`src/rtl/uart_pkg.sv`:
```
// Shared UART definitions used by both the transmitter and the receiver.
package uart_pkg;

   typedef enum logic [1:0] {
      IDLE,
      START,
      DATA,
      STOP
   } tx_state_t;

   localparam int UART_DATA_BITS = 8;

endpackage

```
`src/rtl/uart_tx_if.sv`:
```
// Byte handshake between an upstream producer and the UART transmitter.
interface uart_tx_if;
   import uart_pkg::*;

   logic [UART_DATA_BITS-1:0] data;
   logic                      valid;
   logic                      ready;

   modport master (output data, output valid, input ready);
   modport slave  (input data, input valid, output ready);

endinterface

```
`src/rtl/uart_tx_bit_timer.sv`:
```
// Per-bit down-counter: tick marks the last clk cycle of each bit period.
module uart_bit_timer #(
   parameter int Oversample = 16
) (
   input  logic clk,
   input  logic nReset,
   input  logic restart,
   output logic tick
);

   localparam int CountW = (Oversample > 1) ? $clog2(Oversample) : 1;
   localparam logic [CountW-1:0] Reload = CountW'(Oversample - 1);

   logic [CountW-1:0] count;

   assign tick = (count == '0);

   // Count down, reloading at the end of each bit or whenever the FSM changes state.
   always_ff @(posedge clk or negedge nReset) begin
      if (!nReset) begin
         count <= Reload;
      end else if (restart || tick) begin
         count <= Reload;
      end else begin
         count <= count - 1'b1;
      end
   end

endmodule

```
`src/rtl/uart_tx.sv`:
```
// 8N1 UART transmitter: start bit, 8 data bits LSB first, one stop bit.
// Accepting during the last stop-bit cycle gives gap-free back-to-back frames.
module uart_tx
   import uart_pkg::*;
#(
   parameter int Oversample = 16
) (
   input  logic      clk,
   input  logic      nReset,
   uart_tx_if.slave  txIf,
   output logic      out,
   output logic      busy,
   output logic      done
);

   localparam int BitCountW = $clog2(UART_DATA_BITS);

   tx_state_t                 state, stateNext;
   logic [UART_DATA_BITS-1:0] shiftBuf, shiftNext;
   logic [BitCountW-1:0]      bitCount, bitCountNext;
   logic                      outNext;
   logic                      tick;
   logic                      restart;
   logic                      accept;

   assign txIf.ready = (state == IDLE) || ((state == STOP) && tick);
   assign accept     = txIf.valid && txIf.ready;
   assign busy       = (state != IDLE);
   assign done       = (state == STOP) && tick;
   assign restart    = (stateNext != state);

   uart_bit_timer #(.Oversample(Oversample)) bitTimer (
      .clk     (clk),
      .nReset  (nReset),
      .restart (restart),
      .tick    (tick)
   );

   // Next state, shift register and bit counter; the line level follows the next state.
   always_comb begin
      stateNext    = state;
      shiftNext    = shiftBuf;
      bitCountNext = bitCount;
      outNext      = 1'b1;
      case (state)
         IDLE: begin
            if (accept) begin
               stateNext = START;
               shiftNext = txIf.data;
            end
         end
         START: begin
            if (tick) begin
               stateNext    = DATA;
               bitCountNext = BitCountW'(UART_DATA_BITS - 1);
            end
         end
         DATA: begin
            if (tick) begin
               shiftNext = shiftBuf >> 1;
               if (bitCount == '0) begin
                  stateNext = STOP;
               end else begin
                  bitCountNext = bitCount - 1'b1;
               end
            end
         end
         STOP: begin
            if (tick) begin
               if (accept) begin
                  stateNext = START;
                  shiftNext = txIf.data;
               end else begin
                  stateNext = IDLE;
               end
            end
         end
         default: stateNext = IDLE;
      endcase
      case (stateNext)
         START:   outNext = 1'b0;
         DATA:    outNext = shiftNext[0];
         default: outNext = 1'b1;
      endcase
   end

   // State, datapath and registered serial line; reset abandons any frame with the line high.
   always_ff @(posedge clk or negedge nReset) begin
      if (!nReset) begin
         state    <= IDLE;
         shiftBuf <= '0;
         bitCount <= '0;
         out      <= 1'b1;
      end else begin
         state    <= stateNext;
         shiftBuf <= shiftNext;
         bitCount <= bitCountNext;
         out      <= outNext;
      end
   end

endmodule
```
`src/flat_wrapper.sv`:
```
// flat-port wrapper written by rule: the top's interface ports become plain ports
module uart_tx_flat import uart_pkg::*;
#(
   parameter int Oversample = 16
)
  (clk, nReset, out, busy, done, txIf_data, txIf_valid, txIf_ready);
  uart_tx_if txIf_i ();
  input  logic clk;
  input  logic nReset;
  output logic out;
  output logic busy;
  output logic done;
  input wire logic [$bits(txIf_i.data)-1:0] txIf_data;
  input wire logic [$bits(txIf_i.valid)-1:0] txIf_valid;
  output wire logic [$bits(txIf_i.ready)-1:0] txIf_ready;
  assign txIf_i.data = txIf_data;
  assign txIf_i.valid = txIf_valid;
  assign txIf_ready = txIf_i.ready;
  uart_tx #(.Oversample(Oversample)) u_core (.clk(clk), .nReset(nReset), .txIf(txIf_i), .out(out), .busy(busy), .done(done));
endmodule
```
`config.mk`:
```
export PLATFORM = sky130hd
export DESIGN_NAME = uart_tx_flat
export DESIGN_NICKNAME = d
export VERILOG_FILES = /design/src/rtl/uart_pkg.sv /design/src/rtl/uart_tx_if.sv /design/src/rtl/uart_tx_bit_timer.sv /design/src/rtl/uart_tx.sv /design/src/flat_wrapper.sv
export SDC_FILE = /design/constraint.sdc
export NUM_CORES = 1
export LEC_CHECK = 0
export BUFFER_PORTS_ARGS = -buffer_cell sky130_fd_sc_hd__buf_2
export CORE_ASPECT_RATIO = 0.8
export CORE_MARGIN = 2
export CORE_UTILIZATION = 55
export DETAILED_ROUTE_END_ITERATION = 10
export PLACE_DENSITY_LB_ADDON = 0.12
export SYNTH_ARGS = -nofsm -noshare
export SYNTH_HDL_FRONTEND = slang
export SYNTH_SLANG_ARGS = --single-unit
```
`constraint.sdc`:
```
create_clock -name clk -period 2.2 [get_ports clk]
set_input_delay 0.11 -clock clk [delete_from_list [all_inputs] [get_ports clk]]
set_output_delay 0.11 -clock clk [all_outputs]
set_load 0.01 [all_outputs]
```
Word level (Yosys, flattened, before mapping)
Cells that the tools add are included.
{ "classes": {"magnitude_cmp": 0, "multipliers": 0, "shift": 0, "n_reduce_logical": 12, "mux": 17, "n_addsub": 2, "n_div": 0, "eq_ne": 10, "n_bitwise": 0} }
{ "ops": {"columns": ["op", "count"], "rows": [
  ["$mux 8", 3],
  ["$pmux 8 s3", 1],
  ["$mux 2", 5],
  ["$mux 3", 3],
  ["$ne 2x2->1 const B", 4],
  ["$pmux 2 s4", 1],
  ["$eq 2x2->1 const B", 3],
  ["$pmux 3 s2", 1],
  ["$eq 2x1->1 const B", 2],
  ["$logic_not 4->1", 1],
  ["$mux 4", 1],
  ["$reduce_and 4->1", 1],
  ["$reduce_bool 2->1", 2],
  ["$sub 4x1->4 const B", 1],
  ["$logic_not 3->1", 1],
  ["$reduce_and 3->1", 1],
  ["$reduce_bool 3->1", 1],
  ["$sub 3x1->3 const B", 1],
  ["$logic_and 1x1->1", 2],
  ["$logic_not 2->1", 1],
  ["$logic_or 1x1->1", 2],
  ["$ne 2x2->1", 1],
  ["$pmux 1 s2", 1],
  ["$mux 1", 1]
]} }
{ "word_totals": {"input_bits": 11, "n_memories": 0, "word_cells": 47, "output_inout_bits": 4, "latchBits": 0, "mem_bits_ro": 0, "reg_bits": 18, "ramBits": 0} }

Longest topological paths before layout
{ "logic_depth": {"depth_word": 10, "ltp_mapped": 7, "depth_no_buf": 6} }

Modules after synthesis
Synthesis repeated with hierarchy kept, for this count alone.
{ "unflattened": {"hier_cells": 103, "area_unflattened_um2": 983.4} }
{ "modules_own_cells": {"columns": ["module", "area_each_um2", "instances", "seq_area_each_um2", "cells_per_inst"], "rows": [
  ["uart_tx", 793.3, 1, 351.6, 87],
  ["uart_bit_timer", 190.2, 1, 105.1, 16]
]} }

Worst setup path before layout
No wires, ideal clock.
{ "synth_timing": {"path_type": "register to register", "startpoint": "register u_core.bitTimer.count[0]", "endpoint": "register u_core.shiftBuf[1]", "stages_incl_launch_ff": 8, "t_arrival_ns": 1.757, "period_less_slack_ns": 1.883, "t_required_ns": 2.074, "n_path_buf": 1, "slack_ns": 0.317, "cell_sequence": "dfstp_2 inv_1 ha_1 nor4bb_4 a21o_1 and2_4 buf_6 a221o_1"} }
{ "synth_via": {"elab_chain_len": 7} }
{ "synth_rtl": {"columns": ["item", "line_no", "rtl"], "rows": [
  ["start, declared", "uart_tx_bit_timer.sv:14", "logic [CountW-1:0] count;"],
  ["start signal, assigned", "uart_tx_bit_timer.sv:21", "count <= Reload;"],
  ["start signal, assigned", "uart_tx_bit_timer.sv:23", "count <= Reload;"],
  ["start signal, assigned", "uart_tx_bit_timer.sv:25", "count <= count - 1'b1;"],
  ["$logic_not 4->1 (*)", "uart_tx_bit_timer.sv:16", "assign tick = (count == '0);"],
  ["$logic_and 1x1->1 (*)", "uart_tx.sv:26", "assign txIf.ready = (state == IDLE) || ((state == STOP) && tick);"],
  ["$logic_or 1x1->1 (*)", "uart_tx.sv:26", null],
  ["via txIf_ready", "flat_wrapper.sv:15", "output wire logic [$bits(txIf_i.ready)-1:0] txIf_ready;"],
  ["$logic_and 1x1->1 (*)", "uart_tx.sv:27", "assign accept = txIf.valid && txIf.ready;"],
  ["$mux 8 (*)", null, null],
  ["$mux 8", null, null],
  ["$pmux 8 s3 (*)", null, null],
  ["end signal, assigned", "uart_tx.sv:96", "shiftBuf <= shiftNext;"],
  ["end, declared", "uart_tx.sv:19", "logic [UART_DATA_BITS-1:0] shiftBuf, shiftNext;"]
]} }
The timed path passes the listed nets; every way through them passes the cells marked *. The select of a mux whose other input is x is not followed.
A chain may end at the register's enable or synchronous reset.

Worst setup path after layout
{ "layout_timing": {"startpoint": "register u_core.bitTimer.count[0]", "endpoint": "register u_core.shiftBuf[2]"} }
{ "layout_via": {"elab_chain_len": 7} }
{ "layout_rtl": {"columns": ["item", "line_no"], "rows": [
  ["$logic_not 4->1 (*)", "uart_tx_bit_timer.sv:16"],
  ["$logic_and 1x1->1", "uart_tx.sv:26"],
  ["$logic_or 1x1->1", "uart_tx.sv:26"],
  ["$logic_and 1x1->1", "uart_tx.sv:27"],
  ["$mux 8 (2 in a row)", null],
  ["$pmux 8 s3", null]
]} }
Mark *: on every way between the ends. The rest lies on a longest branch, timed or not. The select of a mux whose other input is x is not followed.

==> run_summary.xml <==
<?xml version="1.0" encoding="UTF-8"?>
<metrics>
  <group name="clock_network">
    <metric name="clock_tree.buffer_depth" unit="">2</metric>
    <metric name="htree_levels" unit="">1</metric>
    <metric name="cts.reportedPaths.clkPinSlew" unit="ns">0.11</metric>
    <metric name="cts_buffers" unit="">3</metric>
    <metric name="clock_insertion_delay_worst_skew" unit="ns">0.30</metric>
    <metric name="post_cts_setup_buffer_count" unit="">0</metric>
    <metric name="cts_resized" unit="">0</metric>
    <metric name="cts_root_buffer" unit="">clkbuf_4</metric>
    <metric name="tritoncts" unit="">yes</metric>
    <metric name="cts.sinks" unit="">18</metric>
  </group>
  <group name="layout">
    <metric name="sequential_standard_cell_area" unit="um2">457</metric>
    <metric name="fill_cells" unit="">154</metric>
    <metric name="final_nets" unit="">134</metric>
    <metric name="multi_input_comb_area" unit="um2">537</metric>
    <metric name="number_of_inserted_diodes" unit="">0</metric>
    <metric name="layout-drive-gt1-share" unit="%">31.9</metric>
    <metric name="syn_to_final_growth" unit="%">12.8</metric>
  </group>
  <group name="sta">
    <metric name="finalSetupViolations" unit="">0</metric>
    <metric name="timing_max_transition_violations_final" unit="">0</metric>
    <metric name="worstMarginPinSlew" unit="ns">0.419</metric>
    <metric name="timing.final.crit_share" unit="%">84.6</metric>
    <metric name="worst_slew_margin_rel" unit="%">72.1</metric>
    <metric name="setup_repair_after_global_routing_missed_its_margin" unit="">false</metric>
    <metric name="clock-skew-final" unit="ns">0.00858</metric>
    <metric name="hold_slack" unit="ns">0.0350</metric>
    <metric name="clock.fmax" unit="MHz">538</metric>
    <metric name="fin_tns_setup" unit="ns">0</metric>
    <metric name="finalHoldViolations" unit="">0</metric>
    <metric name="post-route-min-period" unit="ns">1.86</metric>
  </group>
  <group name="yosys">
    <metric name="synth_area" unit="um2">1040</metric>
    <metric name="synth_cells" unit="">103</metric>
    <metric name="synth.distinct_cells" unit="">37</metric>
    <metric name="portion_of_synthesized_cell_area_occupied_by_the_leading_cell_type" unit="%">31.2</metric>
    <metric name="syn_avg_cell_area" unit="um2">10.1</metric>
    <metric name="netlist.top_cell.by_area" unit="">dfrtp_1</metric>
    <metric name="synth_warn" unit="">0</metric>
    <metric name="yosys-top-cells-area" unit="">dfrtp_1 31%, dfstp_2 13%, a221o_1 5.8%, and2_2 5.0%, ha_1 3.6%</metric>
    <metric name="yosys_register_bits" unit="">18</metric>
    <metric name="synth-seq-area-share" unit="%">43.8</metric>
    <metric name="synth.net_count" unit="">117</metric>
  </group>
  <group name="critical_path">
    <metric name="critPathCaptureType" unit="">flop</metric>
    <metric name="timing.critical_path.slowest_cell_delay" unit="ns">0.56</metric>
    <metric name="critical_path.max_fanout" unit="">7</metric>
    <metric name="critical_path.slowest_cell" unit="">dfstp_2</metric>
    <metric name="crit_path_start_kind" unit="">flop</metric>
    <metric name="required" unit="ns">2.38</metric>
    <metric name="path_class" unit="">flop to flop</metric>
    <metric name="path_cells" unit="">inv_1, ha_1, nor4bb_4, a21o_1, and2_4, a221o_1</metric>
    <metric name="worst_ep_arrival_time" unit="ns">2.04</metric>
  </group>
  <group name="power_and_ir_drop">
    <metric name="seqPwrFrac" unit="%">59.4</metric>
    <metric name="swShare" unit="%">20.9</metric>
    <metric name="total_leakage_power" unit="nW">0.551</metric>
    <metric name="power.net_switching" unit="mW">0.117</metric>
    <metric name="max-vdd-ir-drop" unit="mV">0.425</metric>
    <metric name="comb_power_share" unit="%">3.6</metric>
    <metric name="p_clk_share" unit="%">37.0</metric>
    <metric name="cell_area_power_density" unit="nW/um2">474</metric>
    <metric name="power.internal" unit="mW">0.441</metric>
  </group>
  <group name="grt">
    <metric name="grt_antenna_before_repair" unit="">0</metric>
    <metric name="grt_usage" unit="%">20.5</metric>
    <metric name="first_global_vias" unit="">758</metric>
    <metric name="globalRouteOverflowTotal" unit="">0</metric>
    <metric name="pin_count_of_the_biggest_net_entering_global_routing" unit="">19</metric>
    <metric name="grt_first_pass_wirelength" unit="um">3360</metric>
  </group>
  <group name="drt">
    <metric name="starting_drc_count_in_detailed_routing" unit="">18</metric>
    <metric name="remaining_drc_errors" unit="">0</metric>
    <metric name="vias" unit="">801</metric>
    <metric name="ant_nets" unit="">0</metric>
    <metric name="route.detailed.vias_per_inst" unit="">5.60</metric>
    <metric name="detailedRoute.firstPassIterationCount" unit="">4</metric>
    <metric name="wire_per_inst" unit="um">14.2</metric>
    <metric name="wirelength" unit="um">2030</metric>
  </group>
  <group name="floorplan">
    <metric name="area_of_the_core" unit="um2">1840</metric>
    <metric name="rows" unit="">14</metric>
    <metric name="num_io_pins" unit="">15</metric>
    <metric name="floorplan.die.height" unit="um">43.0</metric>
    <metric name="design.die.area" unit="um2">2260</metric>
    <metric name="die_x" unit="um">52.7</metric>
    <metric name="initial_core_util" unit="%">56.7</metric>
  </group>
  <group name="hold_path">
    <metric name="worstHoldPathType" unit="">primary input to flop</metric>
  </group>
  <group name="flow_run">
    <metric name="max-cap-violations" unit="">0</metric>
  </group>
  <group name="place">
    <metric name="dp_hpwl" unit="um">1460</metric>
    <metric name="io_buffers" unit="">14</metric>
    <metric name="routability_congestion_estimate_from_global_placement" unit="">0.787</metric>
  </group>
  <group name="outcome">
    <metric name="status" unit="">completed</metric>
  </group>
</metrics>
state kept, by name, summed over array words and instances (netlist names):
name / count
u_core.shiftBuf: 8
u_core.bitCount: 3
u_core.bitTimer.count: 4
u_core.out: 1
u_core.state: 2
metrics by stage:
step	setup WS, ns	instance area [um2]	instances	utilization (%)	total power, mW
after floorplan	0.317	1040	103	-	0.341
after global placement	0.376	1130	138	61.5	0.356
after detailed placement	0.342	1130	138	61.5	0.357
after CTS	0.327	1180	143	64.0	0.566
after global routing	0.189	1180	143	64.0	0.581
final	0.340	1180	143	64.0	0.558
cell families after synthesis:
| group | synth area share (%) |
|---|---|
| and+or+nand+nor | 24.9 |
| xor gates and xnor gates | 2.52 |
| DFF | 43.8 |
| adders and majority gates | 3.60 |
| muxes | 3.00 |
| AOI/OAI and AO/OA | 17.4 |
| buffers and inverters | 4.80 |
layer usage:
| layer | wire length (um) | vias to the layer above | GRT usage [%] |
|---|---|---|---|
| li1 | - | 398 | - |
| met1 | 941 | 385 | 26.5 |
| met2 | 974 | 16 | 33.8 |
| met3 | 101 | 2 | 7.39 |
| met4 | 10 | 0 | 3.08 |
| met5 | 0 | - | 0 |
cells in the mapped netlist, drive strengths merged:
master   count
nor3b        1
and2         9
buf          2
dfstp        5
nand2        9
nor3         2
inv          6
o21bai       1
o21ai        3
mux2i        2
ha           3
nor2         5
a221o        6
dfrtp       13
nand3b       1
o22a         2
a2bb2oi      1
nand3        3
a21oi        6
a21o         1
o211ai       1
a211oi       1
o21a         1
mux2         1
and2b        1
xnor2        3
nand2b       4
and4b        1
clkbuf       3
and3         1
a31oi        2
nor4bb       1
nor2b        2
worst paths after layout:
kind                       cells past startpoint  slack [ns]                      from                        to
max                                            6        0.34  u_core.bitTimer.count[0]        u_core.shiftBuf[2]
max reg2reg                                    6        0.34  u_core.bitTimer.count[0]        u_core.shiftBuf[2]
min reg2reg                                    1        0.47  u_core.bitTimer.count[0]  u_core.bitTimer.count[0]
min in group asynchronous                      2        0.26                    nReset        u_core.bitCount[2]
min                                            2        0.03              txIf_data[1]        u_core.shiftBuf[1]
max in group asynchronous                      2        1.61                    nReset  u_core.bitTimer.count[1]
power groups by stage:
stage	registers [mW]	clock network, mW	logic (mW)
global placement	0.337	0	0.0189
CTS	0.331	0.214	0.0212
floorplan	0.337	0	0.00383
detailed placement	0.337	0	0.0197
global route	0.331	0.227	0.0231
finish	0.331	0.206	0.0203
worst max-delay path, delay by kind of cell, from the launching register on:
family / cells / cell delay [ns]
AO/OA/AOI/OAI: 2 / 0.55
buffers and inverters: 1 / 0.04
adder cells (fa/ha/maj): 1 / 0.22
flip-flops: 1 / 0.56
AND/OR/NAND/NOR: 2 / 0.38
area by class of cell:
type	count	area share (%)
inverters	6	1.91
clock buffers	4	3.08
multi-input cells	74	45.6
flip-flops and latches	18	38.8
repair buffers	17	8.08
well taps	24	2.55
timing repair:
action,in CTS,in global routing
hold endpoints to repair,13,0
setup endpoints to repair,0,0
hold buffers,1,0
layout by cell type, fill, tap and decap left out, types with 2 or more instances in the layout:
cell type,n
nand2_1,9
mux2i_1,2
clkbuf_4,3
a21oi_1,6
o21ai_0,3
a221o_1,6
dfstp_2,5
nand3_1,3
o22a_1,2
and2_2,7
buf_2,14
nor3_1,2
nor2_1,5
a31oi_1,2
buf_4,2
xnor2_1,3
ha_1,3
inv_1,6
nand2b_1,4
dfrtp_1,13
(Power assumes the default switching activity.)
